File: src/rtl/adrv9001_rx_burst_ctrl.sv
// Receive burst sequencer for one ADRV9001 channel, clocked by dclk_div.
// Schedules a train of timed bursts: drives rx_enable, counts rx_valid
// samples, closes each burst after burst_len samples, waits out the period.
//
// Ports:
//   clk          sample clock (receive channel m_axis_aclk)
//   rstn         synchronous active-low reset
//   start        pulse, begins a burst train (config latched here)
//   abort        pulse, ends the train; wins over a same-cycle start
//   burst_len    samples per burst
//   burst_period cycles from one enable rise to the next
//   burst_count  bursts per train, 0 = until abort
//   timeout      max cycles from enable rise to first sample, 0 = off
//   rx_valid     receive channel m_axis_tvalid
//   rx_enable    receive channel enable
//   busy         train active
//   done         one-cycle pulse at train end
//   sample_cnt   samples counted in the current burst
//   burst_idx    bursts completed in the current train
//   err_timeout  sticky, no first sample within timeout
//   err_overrun  sticky, burst still running at period expiry
//   err_cfg      one-cycle pulse, start rejected
module adrv9001_rx_burst_ctrl #(
    parameter int CNT_WIDTH = 32,
    parameter int REP_WIDTH = 16
) (
    input  logic                 clk,
    input  logic                 rstn,
    input  logic                 start,
    input  logic                 abort,
    input  logic [CNT_WIDTH-1:0] burst_len,
    input  logic [CNT_WIDTH-1:0] burst_period,
    input  logic [REP_WIDTH-1:0] burst_count,
    input  logic [CNT_WIDTH-1:0] timeout,
    input  logic                 rx_valid,
    output logic                 rx_enable,
    output logic                 busy,
    output logic                 done,
    output logic [CNT_WIDTH-1:0] sample_cnt,
    output logic [REP_WIDTH-1:0] burst_idx,
    output logic                 err_timeout,
    output logic                 err_overrun,
    output logic                 err_cfg
);

    typedef enum logic [2:0] {
        S_IDLE,
        S_ARM,
        S_CAPTURE,
        S_GAP,
        S_FINISH
    } state_t;

    localparam logic [CNT_WIDTH-1:0] CNT_ONE = CNT_WIDTH'(1);
    localparam logic [REP_WIDTH-1:0] REP_ONE = REP_WIDTH'(1);
    localparam logic [REP_WIDTH-1:0] REP_MAX = '1;

    state_t               state;
    logic [CNT_WIDTH-1:0] len_q;
    logic [CNT_WIDTH-1:0] per_q;
    logic [REP_WIDTH-1:0] rep_q;
    logic [CNT_WIDTH-1:0] to_q;
    logic [CNT_WIDTH-1:0] per_cnt;
    logic [CNT_WIDTH-1:0] to_cnt;

    logic cfg_ok;
    logic last_sample;

    assign cfg_ok = (burst_len != '0) && (burst_period != '0)
                 && (burst_period >= burst_len);

    // sample_cnt is 0 in ARM, so this also covers a one-sample burst
    assign last_sample = (sample_cnt == len_q - CNT_ONE);

    always_ff @(posedge clk) begin
        if (!rstn) begin
            state       <= S_IDLE;
            len_q       <= '0;
            per_q       <= '0;
            rep_q       <= '0;
            to_q        <= '0;
            per_cnt     <= '0;
            to_cnt      <= '0;
            rx_enable   <= 1'b0;
            busy        <= 1'b0;
            done        <= 1'b0;
            sample_cnt  <= '0;
            burst_idx   <= '0;
            err_timeout <= 1'b0;
            err_overrun <= 1'b0;
            err_cfg     <= 1'b0;
        end else begin
            done    <= 1'b0;
            err_cfg <= 1'b0;

            // free-running period counter, reloaded on every ARM entry
            if (per_cnt != '0) begin
                per_cnt <= per_cnt - CNT_ONE;
            end

            if ((state == S_ARM || state == S_CAPTURE) && per_cnt == '0) begin
                err_overrun <= 1'b1;
            end

            unique case (state)
                S_IDLE: begin
                    if (start && !abort) begin
                        if (cfg_ok) begin
                            len_q       <= burst_len;
                            per_q       <= burst_period;
                            rep_q       <= burst_count;
                            to_q        <= timeout;
                            per_cnt     <= burst_period - CNT_ONE;
                            to_cnt      <= timeout;
                            sample_cnt  <= '0;
                            burst_idx   <= '0;
                            err_timeout <= 1'b0;
                            err_overrun <= 1'b0;
                            busy        <= 1'b1;
                            rx_enable   <= 1'b1;
                            state       <= S_ARM;
                        end else begin
                            err_cfg <= 1'b1;
                        end
                    end
                end

                S_ARM, S_CAPTURE: begin
                    if (abort) begin
                        rx_enable <= 1'b0;
                        busy      <= 1'b0;
                        done      <= 1'b1;
                        state     <= S_FINISH;
                    end else if (rx_valid) begin
                        sample_cnt <= sample_cnt + CNT_ONE;
                        if (last_sample) begin
                            rx_enable <= 1'b0;
                            if (burst_idx != REP_MAX) begin
                                burst_idx <= burst_idx + REP_ONE;
                            end
                            state <= S_GAP;
                        end else begin
                            state <= S_CAPTURE;
                        end
                    end else if (state == S_ARM && to_q != '0) begin
                        if (to_cnt == CNT_ONE) begin
                            err_timeout <= 1'b1;
                            rx_enable   <= 1'b0;
                            busy        <= 1'b0;
                            done        <= 1'b1;
                            state       <= S_FINISH;
                        end else begin
                            to_cnt <= to_cnt - CNT_ONE;
                        end
                    end
                end

                S_GAP: begin
                    if (abort) begin
                        busy  <= 1'b0;
                        done  <= 1'b1;
                        state <= S_FINISH;
                    end else if (per_cnt == '0) begin
                        if (rep_q != '0 && burst_idx == rep_q) begin
                            busy  <= 1'b0;
                            done  <= 1'b1;
                            state <= S_FINISH;
                        end else begin
                            per_cnt    <= per_q - CNT_ONE;
                            to_cnt     <= to_q;
                            sample_cnt <= '0;
                            rx_enable  <= 1'b1;
                            state      <= S_ARM;
                        end
                    end
                end

                S_FINISH: begin
                    state <= S_IDLE;
                end

                default: begin
                    state <= S_IDLE;
                end
            endcase
        end
    end

endmodule
File: config.mk
export PLATFORM = sky130hd
export DESIGN_NAME = adrv9001_rx_burst_ctrl
export DESIGN_NICKNAME = d
export VERILOG_FILES = /design/src/rtl/adrv9001_rx_burst_ctrl.sv
export SDC_FILE = /design/constraint.sdc
export NUM_CORES = 1
export LEC_CHECK = 0
export BUFFER_PORTS_ARGS = -buffer_cell sky130_fd_sc_hd__buf_2
export CAP_MARGIN = 25
export CORE_UTILIZATION = 25
export DETAILED_ROUTE_END_ITERATION = 10
export PLACE_DENSITY_LB_ADDON = 0.3
export SLEW_MARGIN = 20
export SYNTH_ARGS = -nofsm -noshare
export SYNTH_HDL_FRONTEND = slang
export SYNTH_SLANG_ARGS = --single-unit
File: constraint.sdc
create_clock -name clk -period 4.09 [get_ports clk]
set_input_delay 0.6135 -clock clk [delete_from_list [all_inputs] [get_ports clk]]
set_output_delay 0.6135 -clock clk [all_outputs]
set_load 0.01 [all_outputs]
### Word level (Yosys, flattened, before mapping)

Cells that the tools add are included.

* add/sub/neg operators: 7
* $mul: 0
* div/mod/pow operators: 0
* magnitude comparators: 1
* eq/ne operators: 28
* shift-type cells: 0
* multiplexer cells: 80
* bitwise operators: 0
* reductions and logical operators: 27

Operators with widths (count)
* 32-bit two-way mux: 22
* 32-bit case mux with 3 select lines: 2
* 32-bit by 1-bit subtractor with 32-bit output, second input constant: 5
* 32-bit nonzero test: 4
* 16-bit two-way mux: 6
* 32-bit case mux with 2 select lines: 1
* 1-bit two-way mux: 34
* 32-bit by 1-bit adder with 32-bit output, second input constant: 1
* 32-bit by 1-bit equality test with 1-bit output, second input constant: 1
* 32-bit equality test: 1
* 32-bit greater-or-equal comparator: 1
* 32-bit logical NOT: 1
* 16-bit case mux with 2 select lines: 1
* 3-bit two-way mux: 9
* 2-bit != test, second input constant: 13
* 16-bit by 1-bit adder with 16-bit output, second input constant: 1
* 16-bit equality test: 1
* 16-bit != test, second input constant: 1
* 8-bit AND reduction: 2
* 16-bit nonzero test: 1
* 3-bit != test, second input constant: 5
* 7-bit AND reduction: 2
* 4-bit != test, second input constant: 3
* 10-bit AND reduction: 1
* 15 further kinds: 24

* bits in registers: 233
* latch bits: 0
* bits in writable memories: 0
* memory bits (read-only): 0
* input bits: 117
* output and inout bits: 54
* logic and storage cells: 158
* memories: 0

### Longest topological paths before layout

Gate-level depths: netlist of run 1.

* depth after elaboration: 7
* mapped depth: 13
* gate-level depth less buffers: 11

### Worst setup path before layout of run 1

Ideal clock, no wire load.

* path type: input to register
* start point: input burst_period[24]
* end point: register rx_enable
* setup time: 134 ps
* data arrival time: 3140 ps
* data required time: 3956 ps
* slack: 816 ps
* cell stages on the path: 10
* path buffers: 1
* cell sequence: or4_1 > or3_1 > nor4_1 > nor2_1 > a22oi_2 > nand2b_1 > buf_2 > nand2_1 > a2111oi_0 > a21oi_1

* cells in the longest elaborated chain, start to end: 5
* elaborated cells between the ends (all ways): 6
* classes of those cells: order compare (1); eq/ne (1); reduce/logical (4)

RTL lines
* start: declaration: line 32 `input logic [CNT_WIDTH-1:0] burst_period,`
* branches (longest 2 deep; another with 32-bit greater-or-equal comparator)
* 1-bit logical AND (*): line 70 `&& (burst_period >= burst_len);`
* 2-bit != test (no line) (*)
* 9-bit AND reduction (no line) (*)
* end signal: assignment: line 84 `rx_enable <= 1'b0;`
* end signal: assignment: line 120 `rx_enable <= 1'b1;`
* end signal: assignment: line 130 `rx_enable <= 1'b0;`
* end: declaration: line 36 `output logic rx_enable,`

Mark *: on every way between the ends.
A chain may end at the register's enable or synchronous reset.

### Worst setup path in the final report of run 1

* start point: register per_cnt[6]
* end point: register sample_cnt[11]

* cells in the longest elaborated chain, start to end: 3

RTL lines
* start: declaration: line 63 `logic [CNT_WIDTH-1:0] per_cnt;`
* start signal: assignment: line 98 `per_cnt <= per_cnt - CNT_ONE;`
* start signal: assignment: line 113 `per_cnt <= burst_period - CNT_ONE;`
* start signal: assignment: line 169 `per_cnt <= per_q - CNT_ONE;`
* 32-bit logical NOT: line 163 `end else if (per_cnt == '0) begin`
* 2-bit != test (no line)
* 8-bit AND reduction (no line)
* end signal: assignment: line 135 `sample_cnt <= sample_cnt + CNT_ONE;`
* end: declaration: line 39 `output logic [CNT_WIDTH-1:0] sample_cnt,`

No other way between the ends.

==> results of run 1 <==
==> synthesized netlist by cell type, drive strengths merged, types with 40 or more instances <==
library cell  number
xnor2             83
nand3             40
nand2            352
inv               54
a21oi             91
clkbuf            95
nor3              58
nor4              66
dfxtp            233
nor2             137
o21ai             73
a21boi           126
ha                42
xor2              63
==> path summary, 6_finish.rpt <==
| path | startpoint | endpoint | slack [ns] | cells past startpoint |
|---|---|---|---|---|
| setup reg to reg | per_cnt[6] | sample_cnt[11] | 0.53 | 10 |
| hold / removal | burst_count[7] | rep_q[7] | 0.30 | 3 |
| setup / recovery | per_cnt[6] | sample_cnt[11] | 0.53 | 10 |
| hold reg to reg | to_cnt[11] | to_cnt[11] | 0.48 | 2 |
==> power groups by stage <==
| stage | Sequential [mW] | Combinational (mW) | Clock [mW] |
|---|---|---|---|
| floorplan | 2.80 | 3.10 | 0 |
| global placement | 2.92 | 4.20 | 0 |
| detailed placement | 2.92 | 4.26 | 0 |
| CTS | 2.88 | 4.29 | 2.84 |
| global route | 2.93 | 4.79 | 2.93 |
| finish | 2.89 | 4.31 | 2.76 |
==> stage by stage <==
step	total power, mW	setup WS (ns)	util (%)	cells
floorplan	5.90	0.816	-	1955
global placement	7.11	0.157	28.2	2826
detailed placement	7.18	0.121	28.2	2827
CTS	10.0	0.359	30.0	2883
global route	10.6	0.267	30.0	2883
finish	9.96	0.528	30.0	2883
==> per-layer routing <==
| metal | vias up | global-route usage (%) |
|---|---|---|
| li1 | 7292 | - |
| met1 | 7291 | 23.5 |
| met2 | 414 | 28.2 |
| met3 | 71 | 2.63 |
| met4 | 4 | 4.35 |
| met5 | - | 0 |
==> cell families after synthesis <==
family | count (synthesis)
flops | 233
xor+xnor | 146
buf+inv | 170
fa+ha+maj | 42
compound gates | 481
simple gates | 870
mux | 13
==> flip-flops by register name (all words and copies together) (netlist names), 3 cells and up <==
signal,cells
per_cnt,32
to_cnt,32
len_q,32
to_q,32
rep_q,16
per_q,32
burst_idx,16
state,3
sample_cnt,32
==> critical path, delay by kind of cell, from the launching register on <==
kind | cells | cell delay, ns
compound gates | 2 | 0.48
flops | 1 | 0.33
simple gates | 7 | 2.46
buf+inv | 1 | 0.20
==> layout make-up <==
cell class	instances	area (um^2)	share of cell area, %
clock buffer	41	863	4.89
clock inverter	15	165	0.935
inverter	54	203	1.15
multi-input combinational	1552	9560	54.1
sequential	233	4660	26.4
tap	773	967	5.48
timing repair buffer	215	1240	7.00
==> flow_metrics.env, run 1 <==
export IMPL_num_rows=89
export IMPL_endpoint_kind="flop"
export IMPL_h_tree_depth=1
export IMPL_min_path_type="in -> reg"
export IMPL_synth_cell_types=76
export IMPL_drt_met1_wl_um=24100
export IMPL_p_seq_share_pct=29.0
export IMPL_whs_ns=0.302
export IMPL_clk_pin_slew_ns=0.06
export IMPL_ctsResizeCount=0
export IMPL_syn_to_final_growth_pct=18.7
export IMPL_vias=15072
export IMPL_ys_warn_count=0
export IMPL_intPower_mw=5.87
export IMPL_worst_ep_arrival_time_ns=4.07
export IMPL_synth_compound_area_share_pct=22.2
export IMPL_drive_above_1_share_pct=14.5
export IMPL_status="finished, final reports clean"
export IMPL_ir_worst_vdd_uv=303
export IMPL_drc=0
export IMPL_grt_max_degree=70
export IMPL_fmax_mhz=281
export IMPL_place_congestion=0.895
export IMPL_port_buffers=170
export IMPL_drt_iter0_drc=1141
export IMPL_critPathMaxFanout=11
export IMPL_crit_chain="or4_1, nor4_2, nand4_1, a211oi_2, buf_4, or2b_2, and3_1, nand2_1, or4_1, a21oi_1"
export IMPL_syn_avg_cell_area_um2=7.61
export IMPL_swShare_pct=41.1
export IMPL_synth_fa_ha_area_share_pct=3.53
export IMPL_seq_area_frac_synth_pct=31.4
export IMPL_synth_simple_area_share_pct=28.9
export IMPL_die_h_um=246
export IMPL_yosys_most_used_dff="dfxtp_1"
export IMPL_grt_usage_pct=17.2
export IMPL_fillCellCount=6310
export IMPL_cts_buffers=30
export IMPL_cts_hold_buf=0
export IMPL_power_leakage_nw=6.74
export IMPL_drt_pass1_iterations=5
export IMPL_share_comb_of_total_power_pct=43.3
export IMPL_yosysTopAreaCellShare_pct=31.4
export IMPL_final_common_cell="nand2_1"
export IMPL_tns_ns=0
export IMPL_grt_ovfl_total=0
export IMPL_synthCells=1955
export IMPL_tightest_slew_ns=0.807
export IMPL_diodes=0
export IMPL_cts_tree="yes"
export IMPL_clockBufferDepth=3
export IMPL_grt_pass1_wl_um=83000
export IMPL_antenna_found_initial=2
export IMPL_routed_top_layer="met5"
export IMPL_relSlewSlack_pct=45.5
export IMPL_setup_viol=0
export IMPL_p_per_area_mw_per_mm2=564
export IMPL_max_cap_violations=0
export IMPL_clkPwrFrac_pct=27.7
export IMPL_grt_pass1_vias=14376
export IMPL_post_cts_buffers=0
export IMPL_critPathLaunchType="flop"
export IMPL_synth_largest_area_cell="dfxtp_1"
export IMPL_final_cell_area_mm2=0.0177
export IMPL_synthesis_area_mm2=0.0149
export IMPL_met2_length_um=24500
export IMPL_wl_per_cell_um=18.4
export IMPL_wl_met3_um=3180
export IMPL_root_buffer="clkbuf_16"
export IMPL_place_hpwl_um=39700
export IMPL_hold_viol_final=0
export IMPL_slowest_delay_ns=0.68
export IMPL_drt_total_wl_um=53100
export IMPL_synth_top_family_by_area="simple AND/OR/NAND/NOR gates"
export IMPL_core_area_mm2=0.0589
export IMPL_cp_required_ns=4.59
export IMPL_synthArstFlopShare_pct=0
export IMPL_io_pins=171
export IMPL_start_util_pct=25.2
export IMPL_avgViaCountPerCell=5.23
export IMPL_final_cell_mix="nand2_1, dfxtp_1, buf_2"
export IMPL_yosys_top_cells_area="dfxtp_1, nand2_1, a21boi_0"
export IMPL_synth_xor_area_share_pct=8.60
export IMPL_p_sw_mw=4.09
export IMPL_synth_seq_cells=233
export IMPL_worst_path_most_repeated_cell="or4_1"
export IMPL_dieArea_mm2=0.0605
export IMPL_cts_sinks=233
export IMPL_die_w_um=246
export IMPL_drv_slew=0
export IMPL_worstSkewPairLatency_ns=0.58
export IMPL_synthMuxAreaShare_pct=0.884
export IMPL_drtAntennaViolNets=0
export IMPL_fin_nets=2245
export IMPL_synth_edff_count=0
export IMPL_rsz0062_at_grt="false"
export IMPL_synthesis_nets=2114
export IMPL_fin_skew_ns=0.0249
export IMPL_dpl_instance_area_mm2=0.0166
export IMPL_critical_path_class="reg -> reg"
export IMPL_period_minus_slack_ns=3.56
export IMPL_cp_slowest_cell="or4_1"
export IMPL_final_min_period_over_clock_period_pct=87.1
(Power assumes the default switching activity.)
==> run 2, diff against run 1 <==
--- a/config.mk
+++ b/config.mk
@@ -5,6 +5,7 @@
 export SDC_FILE = /design/constraint.sdc
 export NUM_CORES = 1
 export LEC_CHECK = 0
+export ABC_AREA = 1
 export BUFFER_PORTS_ARGS = -buffer_cell sky130_fd_sc_hd__buf_2
 export CAP_MARGIN = 25
 export CORE_UTILIZATION = 25
==> run 2 against run 1 <==
  * Via count is 21% higher
  * Count of clock-buffer cells in the layout is 9 higher
  * Setup slack better by 0.63 ns
  * Critical path depth is 4 higher
  * Global-route usage is 1.6 points higher
  * Synthesized area is 14% higher
  * Core utilization is 0.55 points lower
  * Clock power is 5% higher
  * Cell count is 30% higher
==> flow_metrics.env, run 2 <==
export IMPL_cts_tree="yes"
export IMPL_hold_viol_final=0
export IMPL_crit_chain="buf_2, inv_1, ha_1, nand2_1, nor2_1, nand4_1, nor2_1, nand4_1, nand3_1, nand2_4, nor3_4, buf_12, nand2_1, a31oi_1"
export IMPL_yosys_most_used_dff="dfxtp_1"
export IMPL_fmax_mhz=341
export IMPL_final_cell_mix="nand2_1, nor2_1, inv_1"
export IMPL_critPathLaunchType="input port"
export IMPL_wl_per_cell_um=17.5
export IMPL_synth_largest_area_cell="dfxtp_1"
export IMPL_port_buffers=170
export IMPL_final_min_period_over_clock_period_pct=71.7
export IMPL_cts_buffers=34
export IMPL_drtAntennaViolNets=0
export IMPL_p_per_area_mw_per_mm2=540
export IMPL_grt_max_degree=86
export IMPL_cts_sinks=233
export IMPL_relSlewSlack_pct=43.2
export IMPL_place_hpwl_um=49700
export IMPL_drc=0
export IMPL_avgViaCountPerCell=4.85
export IMPL_critPathMaxFanout=78
export IMPL_worst_ep_arrival_time_ns=3.38
export IMPL_synth_cell_types=49
export IMPL_synth_edff_count=0
export IMPL_syn_to_final_growth_pct=16.5
export IMPL_drive_above_1_share_pct=11.1
export IMPL_drt_total_wl_um=65900
export IMPL_grt_busiest_layer="met2"
export IMPL_grt_pass1_vias=17219
export IMPL_final_common_cell="nand2_1"
export IMPL_die_w_um=262
export IMPL_crit_family="simple AND/OR/NAND/NOR gates"
export IMPL_synthArstFlopShare_pct=0
export IMPL_grt_usage_pct=18.9
export IMPL_grt_util_met3_pct=2.60
export IMPL_ctsResizeCount=0
export IMPL_slowest_delay_ns=0.31
export IMPL_io_pins=171
export IMPL_dieArea_mm2=0.0689
export IMPL_h_tree_depth=2
export IMPL_yosysTopAreaCellShare_pct=27.5
export IMPL_num_rows=95
export IMPL_synth_seq_cells=233
export IMPL_ir_worst_vdd_uv=263
export IMPL_die_h_um=262
export IMPL_syn_avg_cell_area_um2=6.22
export IMPL_tightest_slew_ns=0.852
export IMPL_clk_pin_slew_ns=0.05
export IMPL_root_buffer="clkbuf_16"
export IMPL_cp_required_ns=4.54
export IMPL_tns_ns=0
export IMPL_post_cts_buffers=0
export IMPL_antenna_found_initial=3
export IMPL_status="finished, final reports clean"
export IMPL_cts_hold_buf=0
export IMPL_fin_nets=3021
export IMPL_grt_use_met2_pct=29.6
export IMPL_vias=18243
export IMPL_path_buf_inv=3
export IMPL_start_util_pct=25.3
export IMPL_yosys_top_cells_area="dfxtp_1, nand2_1, nor2_1"
export IMPL_setup_viol=0
export IMPL_min_path_type="in -> reg"
export IMPL_synthCells=2726
export IMPL_fin_skew_ns=0.0280
export IMPL_core_area_mm2=0.0672
export IMPL_worstSkewPairLatency_ns=0.56
export IMPL_seq_area_frac_synth_pct=27.5
export IMPL_synthMostInstantiatedCell="nand2_1"
export IMPL_grt_pass1_wl_um=103000
export IMPL_critical_path_class="in -> reg"
export IMPL_synthesis_area_mm2=0.0170
export IMPL_clockBufferDepth=3
export IMPL_endpoint_kind="flop"
export IMPL_place_congestion=0.965
export IMPL_period_minus_slack_ns=2.93
export IMPL_synthesis_nets=2885
export IMPL_cp_slowest_cell="ha_1"
export IMPL_use_met1_pct=26.9
export IMPL_drt_iter0_drc=1524
export IMPL_drt_pass1_iterations=5
export IMPL_rsz0062_at_grt="false"
export IMPL_grt_ovfl_total=0
export IMPL_drv_slew=0
export IMPL_p_total_mw=10.7
export IMPL_ys_warn_count=0
export IMPL_ys_top_cells_by_count="nand2_1, nor2_1, inv_1"
export IMPL_max_cap_violations=0
export IMPL_power_leakage_nw=8.62
-- run 2: cell types whose count changed in the layout (fill, tap and decap cells not counted), moves of 37 or more --
cell      delta
nand3_1    +139
xor2_1      +53
o21ai_0     +61
nand2_1    +273
nor4_1      -37
inv_1      +244
xnor2_1     -41
nand4_1     +38
a21oi_1    +171
a21boi_0   -125
nor2_1     +246
-- run 2: metal layers --
metal  vias up  wire length (um)
met5         -                27
met4         4              1410
met3        90              3740
met2       518             28900
met1      8422             31900
li1       9209                 -
-- run 2: kinds of logic after synthesis --
| kind of cell | Yosys count | share of synthesized area (%) |
|---|---|---|
| AND/OR/NAND/NOR | 1415 | 36.5 |
| AO/OA/AOI/OAI | 471 | 15.1 |
| buffers and inverters | 407 | 9.64 |
| flip-flops | 233 | 27.5 |
| XOR/XNOR | 158 | 8.16 |
| adder cells (fa/ha/maj) | 42 | 3.10 |
-- run 2: final timing paths --
path,to,slack [ns],startpoint,cells after the start
max reg2reg,burst_idx[1],1.24,len_q[0],16
min,rep_q[0],0.30,burst_count[0],3
min reg2reg,err_timeout,0.45,err_timeout,2
max,per_cnt[0],1.16,burst_len[29],14
-- run 2: cell type report --
class	instances	area (um^2)
diodes	2	5.00
clock buffers	50	952
clock inverters	10	113
fillers	7549	47400
inverters	304	1140
multi-input cells	2086	10700
flip-flops and latches	233	4660
well taps	873	1090
repair buffers	203	1110
-- run 2: stage by stage --
stage               hold WS (ns)  area (um^2)  instances  worst slack [ns]  util [%]
finish                     0.302        19800       3761              1.16      29.4
global route               0.284        19800       3760             0.893      29.4
CTS                        0.270        19800       3759              1.19      29.4
detailed placement         0.449        18700       3699             0.663      27.8
global placement           0.453        18700       3699             0.672      27.8
floorplan                  0.440        17000       2726              1.50         -
-- run 2: report_power, final --
part           internal [mW]  total (mW)  leakage [nW]  switching, mW
Sequential              2.55        2.87          1.89          0.319
Combinational           1.56        4.90          6.21           3.35
Clock                   1.69        2.90         0.506           1.20
Total                   5.80        10.7          8.62           4.87
-- run 2: worst min-delay path: stages --
cell and delay [ns]:
buf_2 0.10, nand2_1 0.05, a21oi_1 0.05
